<file path="src/rtl/scan_pkg.sv">
// Shared types and defaults for the array scan reader.
// Holds the scan FSM state encoding and the default array geometry.
package scan_pkg;

    localparam int DEFAULT_WIDTH = 4;
    localparam int DEFAULT_DEPTH = 4;

    typedef enum logic [1:0] {
        IDLE = 2'd0,
        SCAN = 2'd1,
        DONE = 2'd2
    } scan_state_t;

endpackage

</file>
<file path="src/rtl/array_scan_reader_if.sv">
// Bundle of write-port, scan-control and streaming-output signals.
// The master modport is the driving environment; the slave modport is the reader.
interface array_scan_reader_if
    import scan_pkg::*;
#(
    parameter int WIDTH = DEFAULT_WIDTH,
    parameter int DEPTH = DEFAULT_DEPTH
);
    localparam int AW = $clog2(DEPTH);

    logic             wr_en;
    logic [AW-1:0]    wr_addr;
    logic [WIDTH-1:0] wr_data;
    logic             start;
    logic [AW-1:0]    lo;
    logic [AW-1:0]    hi;
    logic             out_valid;
    logic             out_ready;
    logic [WIDTH-1:0] out_data;
    logic [AW-1:0]    out_addr;
    logic             busy;
    logic             done;
    logic [AW:0]      count;

    modport master (
        output wr_en, wr_addr, wr_data, start, lo, hi, out_ready,
        input  out_valid, out_data, out_addr, busy, done, count
    );

    modport slave (
        input  wr_en, wr_addr, wr_data, start, lo, hi, out_ready,
        output out_valid, out_data, out_addr, busy, done, count
    );

endinterface

</file>
<file path="src/rtl/array_scan_reader_regfile.sv">
// DEPTH x WIDTH register array: one synchronous write port, one combinational
// read port, cleared asynchronously by rst.
module scan_regfile #(
    parameter int WIDTH = 4,
    parameter int DEPTH = 4,
    localparam int AW = $clog2(DEPTH)
) (
    input  logic             clk,
    input  logic             rst,
    input  logic             i_wr_en,
    input  logic [AW-1:0]    i_wr_addr,
    input  logic [WIDTH-1:0] i_wr_data,
    input  logic [AW-1:0]    i_rd_addr,
    output logic [WIDTH-1:0] o_rd_data
);

    logic [WIDTH-1:0] r_mem [DEPTH];

    always_ff @(posedge clk or posedge rst) begin
        if (rst) begin
            for (int i = 0; i < DEPTH; i++) begin
                r_mem[i] <= '0;
            end
        end else if (i_wr_en) begin
            r_mem[i_wr_addr] <= i_wr_data;
        end
    end

    assign o_rd_data = r_mem[i_rd_addr];

endmodule

</file>
<file path="src/rtl/array_scan_reader.sv">
// Streams a contiguous index range of the register array out over valid/ready,
// one entry per accepted beat, in ascending order.
module array_scan_reader
    import scan_pkg::*;
#(
    parameter int WIDTH = DEFAULT_WIDTH,
    parameter int DEPTH = DEFAULT_DEPTH
) (
    input  logic               clk,
    input  logic               rst,
    array_scan_reader_if.slave bus
);
    localparam int AW = $clog2(DEPTH);

    scan_state_t      r_state;
    scan_state_t      w_next;
    logic [AW-1:0]    r_hi;
    logic [AW-1:0]    r_out_addr;
    logic [WIDTH-1:0] r_out_data;
    logic [AW:0]      r_count;

    logic             w_load;
    logic             w_capture;
    logic             w_clr_cnt;
    logic             w_inc_cnt;
    logic [AW-1:0]    w_rd_addr;
    logic [WIDTH-1:0] w_rd_data;

    scan_regfile #(.WIDTH(WIDTH), .DEPTH(DEPTH)) u_regfile (
        .clk       (clk),
        .rst       (rst),
        .i_wr_en   (bus.wr_en),
        .i_wr_addr (bus.wr_addr),
        .i_wr_data (bus.wr_data),
        .i_rd_addr (w_rd_addr),
        .o_rd_data (w_rd_data)
    );

    always_ff @(posedge clk or posedge rst) begin
        if (rst) begin
            r_state <= IDLE;
        end else begin
            r_state <= w_next;
        end
    end

    // The read port address is whichever index the next beat will be loaded from.
    always_comb begin
        w_next    = r_state;
        w_load    = 1'b0;
        w_capture = 1'b0;
        w_clr_cnt = 1'b0;
        w_inc_cnt = 1'b0;
        w_rd_addr = bus.lo;
        case (r_state)
            IDLE: begin
                if (bus.start) begin
                    w_clr_cnt = 1'b1;
                    if (bus.lo <= bus.hi) begin
                        w_capture = 1'b1;
                        w_load    = 1'b1;
                        w_next    = SCAN;
                    end else begin
                        w_next = DONE;
                    end
                end
            end
            SCAN: begin
                if (bus.out_ready) begin
                    w_inc_cnt = 1'b1;
                    if (r_out_addr == r_hi) begin
                        w_next = DONE;
                    end else begin
                        w_load    = 1'b1;
                        w_rd_addr = r_out_addr + AW'(1);
                    end
                end
            end
            DONE: begin
                w_next = IDLE;
            end
            default: begin
                w_next = IDLE;
            end
        endcase
    end

    always_ff @(posedge clk or posedge rst) begin
        if (rst) begin
            r_hi       <= '0;
            r_out_addr <= '0;
            r_out_data <= '0;
            r_count    <= '0;
        end else begin
            if (w_capture) begin
                r_hi <= bus.hi;
            end
            if (w_load) begin
                r_out_addr <= w_rd_addr;
                r_out_data <= w_rd_data;
            end
            if (w_clr_cnt) begin
                r_count <= '0;
            end else if (w_inc_cnt) begin
                r_count <= r_count + (AW+1)'(1);
            end
        end
    end

    assign bus.out_valid = (r_state == SCAN);
    assign bus.busy      = (r_state != IDLE);
    assign bus.done      = (r_state == DONE);
    assign bus.out_addr  = r_out_addr;
    assign bus.out_data  = r_out_data;
    assign bus.count     = r_count;

endmodule
</file>
<file path="src/flat_wrapper.sv">
// flat-port wrapper written by rule: the top's interface ports become plain ports
module array_scan_reader_flat import scan_pkg::*;
#(
    parameter int WIDTH = DEFAULT_WIDTH,
    parameter int DEPTH = DEFAULT_DEPTH
)
  (clk, rst, bus_wr_en, bus_wr_addr, bus_wr_data, bus_start, bus_lo, bus_hi, bus_out_ready, bus_out_valid, bus_out_data, bus_out_addr, bus_busy, bus_done, bus_count);
  array_scan_reader_if #(.WIDTH(WIDTH), .DEPTH(DEPTH)) bus_i ();
  input  logic clk;
  input  logic rst;
  input wire logic [$bits(bus_i.wr_en)-1:0] bus_wr_en;
  input wire logic [$bits(bus_i.wr_addr)-1:0] bus_wr_addr;
  input wire logic [$bits(bus_i.wr_data)-1:0] bus_wr_data;
  input wire logic [$bits(bus_i.start)-1:0] bus_start;
  input wire logic [$bits(bus_i.lo)-1:0] bus_lo;
  input wire logic [$bits(bus_i.hi)-1:0] bus_hi;
  input wire logic [$bits(bus_i.out_ready)-1:0] bus_out_ready;
  output wire logic [$bits(bus_i.out_valid)-1:0] bus_out_valid;
  output wire logic [$bits(bus_i.out_data)-1:0] bus_out_data;
  output wire logic [$bits(bus_i.out_addr)-1:0] bus_out_addr;
  output wire logic [$bits(bus_i.busy)-1:0] bus_busy;
  output wire logic [$bits(bus_i.done)-1:0] bus_done;
  output wire logic [$bits(bus_i.count)-1:0] bus_count;
  assign bus_i.wr_en = bus_wr_en;
  assign bus_i.wr_addr = bus_wr_addr;
  assign bus_i.wr_data = bus_wr_data;
  assign bus_i.start = bus_start;
  assign bus_i.lo = bus_lo;
  assign bus_i.hi = bus_hi;
  assign bus_i.out_ready = bus_out_ready;
  assign bus_out_valid = bus_i.out_valid;
  assign bus_out_data = bus_i.out_data;
  assign bus_out_addr = bus_i.out_addr;
  assign bus_busy = bus_i.busy;
  assign bus_done = bus_i.done;
  assign bus_count = bus_i.count;
  array_scan_reader #(.WIDTH(WIDTH), .DEPTH(DEPTH)) u_core (.clk(clk), .rst(rst), .bus(bus_i));
endmodule
</file>
<file path="config.mk">
export PLATFORM = sky130hd
export DESIGN_NAME = array_scan_reader_flat
export DESIGN_NICKNAME = d
export VERILOG_FILES = /design/src/rtl/scan_pkg.sv /design/src/rtl/array_scan_reader_if.sv /design/src/rtl/array_scan_reader_regfile.sv /design/src/rtl/array_scan_reader.sv /design/src/flat_wrapper.sv
export SDC_FILE = /design/constraint.sdc
export NUM_CORES = 1
export LEC_CHECK = 0
export ABC_CLOCK_PERIOD_IN_PS = 2400
export BUFFER_PORTS_ARGS = -buffer_cell sky130_fd_sc_hd__buf_4
export CAP_MARGIN = 20
export CORE_MARGIN = 10
export CORE_UTILIZATION = 25
export DETAILED_ROUTE_END_ITERATION = 8
export PLACE_DENSITY_LB_ADDON = 0.2
export SLEW_MARGIN = 20
export SYNTH_ARGS = -nofsm -noshare
export SYNTH_HDL_FRONTEND = slang
export SYNTH_SLANG_ARGS = --single-unit
export TNS_END_PERCENT = 5
</file>
<file path="constraint.sdc">
create_clock -name clk -period 2.4 [get_ports clk]
set_input_delay 0.12 -clock clk [delete_from_list [all_inputs] [get_ports clk]]
set_output_delay 0.12 -clock clk [all_outputs]
set_load 0.01 [all_outputs]
</file>
==> impl.org <==
** Yosys
- sky130_fd_sc_hd__dfrtp_1 is the most common cell in the netlist.
- A synthesized cell averages 11.0 sq um.
- Top_reg_cell synth :: sky130_fd_sc_hd__dfrtp_1
- Async SR Flop Fraction :: 100%
- Number of library cell types mapped by synthesis :: 33
- During synthesis, Yosys emitted a total of 0 warnings.
- Netlist area before placement :: approximately 0.0015 sq mm
- The biggest area contributor in the post-synthesis netlist is sky130_fd_sc_hd__dfrtp_1.
- After synthesis, the cell types taking the most area are sky130_fd_sc_hd__dfrtp_1 (49%), sky130_fd_sc_hd__mux2_2 (9.8%), sky130_fd_sc_hd__mux2i_1 (4.0%).
- Of the post-synthesis cell area, the dominant cell type holds 48.6%.
- Proportion of synthesized chip area in sequential cells :: between 40% and 50%
- The synthesized design contains 29 register bits.
- After technology mapping, the gate count stands at ~140.
- The number of nets in the synthesized netlist is roughly 150.
- Number of enable-type register cells in the synthesized netlist :: 0
- Most instantiated cells after synthesis :: sky130_fd_sc_hd__dfrtp_1 (29), sky130_fd_sc_hd__mux2_2 (13), sky130_fd_sc_hd__inv_1 (11), sky130_fd_sc_hd__nand2_1 (10)

** Clock network
- Once the clock tree was built, the resizer swapped 0 gates to a different size.
- After clock tree synthesis, the flow added hold-fix buffers numbering 1.
- Clock latency of the later-clocked register in the worst-skew pair :: 280 ps
- H-tree depth :: 2
- CTS placed an instance of sky130_fd_sc_hd__clkbuf_8 at the clock tree root.
- Count of buffers added by post-CTS timing repair for setup :: 0
- TritonCTS clock tree :: done
- Clock transition at path regs :: ~60 ps
- In this run the deepest clock path goes through 2 buffers.
- CTS saw 29 sinks.
- Clock tree synthesis inserted a total of 5 buffers.

** Setup path
- Critical Path Fanout Max :: 11
- Crit path buf inv count :: 0
- Origin of the worst setup path :: u_core.bus.out_addr[1]
- Worst setup path end :: u_core.bus.out_data[0]
- Startpoint class of the critical path :: register
- Kind of cell adding the most delay to the critical path :: compound AO/OA/AOI/OAI gates
- Depth of the worst register-to-register path :: 5
- The startpoint identified for the worst register-to-register timing path is u_core.bus.out_addr[1].
- The signal on the critical path passes through xnor2_1 -> a21o_1 -> mux2i_1 -> a2111oi_0 -> a211oi_1.
- Sort of element at the end of the critical path :: register
- Library cell contributing the largest single delay on the critical path :: sky130_fd_sc_hd__mux2i_1
- The critical path in this run is classified as reg2reg.
- RR Endpoint :: u_core.bus.out_data[0]
- Data arrives at the worst endpoint at 2340 ps.
- On the worst path, the slowest cell contributes a delay of 460 ps.
- Number of cells on the critical path :: 5
- For the worst setup path, the data required time is 2580 ps.
- Setup slack on the worst reg-to-reg path comes out at 240 ps.

** Floorplanning
- Die span in y :: between 90 and 100 um
- Effective utilization at floorplan :: between 20% and 30%
- Die outline width :: 97.3 um
- Io pins :: 27
- Floorplan core area :: ~0.0059 sq mm
- FP Rows :: 28
- The die covers 0.00946 sq mm.

** Detailed routing
- The routed design has roughly 3.7 mm of wire.
- The first TritonRoute pass finished after 4 iterations.
- In the final routed layout, each cell accounts on average for 15.1 um.
- Detail Route Antenna Nets :: 0
- For this block, the initial DRC count from the detailed router was 28.
- Total vias in the final route :: 1133
- DRC violations left :: 0
- Dividing the detail-routed via count by the number of cells gives 4.66.

** Placed design
- HPWL after detailed placement :: around 2.8 mm
- Buffers placed on the I/O ports in this run total 26.
- At the end of routability-driven placement, the weighted congestion stood at approximately 0.75.

** Timing
- The worst pin sits at a relative slew slack of a little under half.
- Clock skew :: 3.11 ps
- Unrepaired setup endpoints after global routing :: false
- Hold_ws :: 87.3 ps
- At the pin with the least slew margin, the transition time is 786 ps.
- Setup violations remaining at the end of the flow were counted as 0.
- Maximum frequency from static timing analysis :: approximately 0.46 GHz
- Setup Total Neg Slack :: 0 ps
- Final-report max-slew violation count :: 0
- The smallest clock period supported by the final layout is computed as 2160 ps.
- The number of hold violations in the final report came to 0.
- After layout, the worst path uses 90.1% of the clock period.

** Final layout
- Fraction of final layout cells sized beyond drive strength 1 :: 31.0%
- Final cell utilization of the core :: a little under a third
- Net count reported at finish :: 185
- Antenna diodes :: 0
- Compared with the post-synthesis result, the final layout area differs by 25.0%.

** Power
- Max VDD drop :: 0.444 mV
- Dividing total power by cell area gives a power density of 1110 mW/mm^2.
- Overall power of the completed layout :: slightly above 2000 uW
- In this run the static leakage power is 0.000836 uW.

** Min path
- Cell count of the worst hold path :: 3
- Hold Path Class :: in2reg

** GRT
- First-pass GRT wire length :: 6.04 mm
- Global routing used between 7 and 8% of the available tracks across all layers.
- Maximum number of pins on one net before global-route repair :: 30
- Remaining global-route overflow :: 0
- The via count of the first global-routing pass was about 1300.
- The initial antenna violation count was 0.

** Outcome
- The flow ran to the end, and the final reports show no timing, DRC or antenna violations.

** Run
- Reported max-cap violation count :: 0
-- how the worst min path moves through the flow --
| stage | slack (ps) | to | from |
|---|---|---|---|
| floorplan | 200 | u_core.bus.count[0] | rst |
| global placement | 220 | u_core.u_regfile.r_mem[5] | rst |
| detailed placement | 230 | u_core.bus.out_addr[1] | rst |
| CTS | 80 | u_core.u_regfile.r_mem[12] | bus_wr_data[0] |
| global route | 90 | u_core.r_hi[0] | bus_hi[0] |
| finish | 90 | u_core.u_regfile.r_mem[12] | bus_wr_data[0] |
-- logic make-up (layout without fill, tap and decap cells) --
kind of cell | count (synthesis) | in the layout | share of synthesized area (%)
AO/OA/AOI/OAI | 35 | 35 | 17.2
AND/OR/NAND/NOR | 32 | 32 | 10.5
flip-flops | 29 | 29 | 48.6
multiplexers | 19 | 19 | 13.8
buffers and inverters | 15 | 47 | 5.11
adder cells (fa/ha/maj) | 3 | 3 | 2.51
XOR/XNOR | 3 | 3 | 2.26
-- placed cells by master (no fill, tap or decap), types with 2 or more instances in the layout --
cell                        count
sky130_fd_sc_hd__a2111oi_0      4
sky130_fd_sc_hd__a211oi_1       8
sky130_fd_sc_hd__a21o_1         2
sky130_fd_sc_hd__a21oi_1        2
sky130_fd_sc_hd__a22o_1         2
sky130_fd_sc_hd__buf_4         27
sky130_fd_sc_hd__clkbuf_8       7
sky130_fd_sc_hd__dfrtp_1       29
sky130_fd_sc_hd__ha_1           3
sky130_fd_sc_hd__inv_1         11
sky130_fd_sc_hd__mux2_2        13
sky130_fd_sc_hd__mux2i_1        6
sky130_fd_sc_hd__nand2_1       10
sky130_fd_sc_hd__nand3_1        4
sky130_fd_sc_hd__nand3b_1       3
sky130_fd_sc_hd__nor2_1         8
sky130_fd_sc_hd__nor2b_1        2
sky130_fd_sc_hd__o21a_1         2
sky130_fd_sc_hd__o21ai_0        8
sky130_fd_sc_hd__o21bai_1       2
sky130_fd_sc_hd__xnor2_1        2
-- final cells by class --
type | instances | area, sq um
Timing Repair Buffer | 28 | 213
Sequential cell | 29 | 726
Multi-Input combinational cell | 92 | 691
Tap cell | 75 | 93.8
Fill cell | 617 | 3990
Clock inverter | 1 | 5.00
Clock buffer | 7 | 96.3
Inverter | 11 | 41.3
-- worst min-delay path, delay by kind of cell --
| family | cells | cell delay [ps] |
|---|---|---|
| compound gates | 1 | 60 |
| buf+inv | 1 | 100 |
| simple gates | 1 | 40 |
-- metal layers --
layer | GRT usage [%] | wire length (um) | part of all wire (%)
met4 | 3.36 | 52 | 1.4
met5 | 0 | 0 | 0
met1 | 9.38 | 1770 | 48
met3 | 3.20 | 204 | 5.6
met2 | 12.4 | 1650 | 45
-- report_power, final --
| part | switching [uW] | internal, uW | total (uW) |
|---|---|---|---|
| registers | 146 | 643 | 790 |
| clock network | 187 | 259 | 445 |
| logic | 428 | 412 | 839 |
| total | 761 | 1310 | 2070 |
-- stage by stage --
step | cell area [sq um] | std cells | setup WS [ps]
3_3_place_gp | 1750 | 234 | 378
5_1_grt | 1870 | 243 | 83.6
2_1_floorplan | 1490 | 136 | 593
6_report | 1870 | 243 | 237
4_1_cts | 1870 | 243 | 255
3_5_place_dp | 1750 | 234 | 266
-- state kept, by name, indices dropped and copies added (netlist names) --
register                cells
u_core.bus.out_addr         2
u_core.r_state              2
u_core.bus.count            3
u_core.bus.out_data         4
u_core.r_hi                 2
u_core.u_regfile.r_mem     16
(Power assumes the default switching activity.)
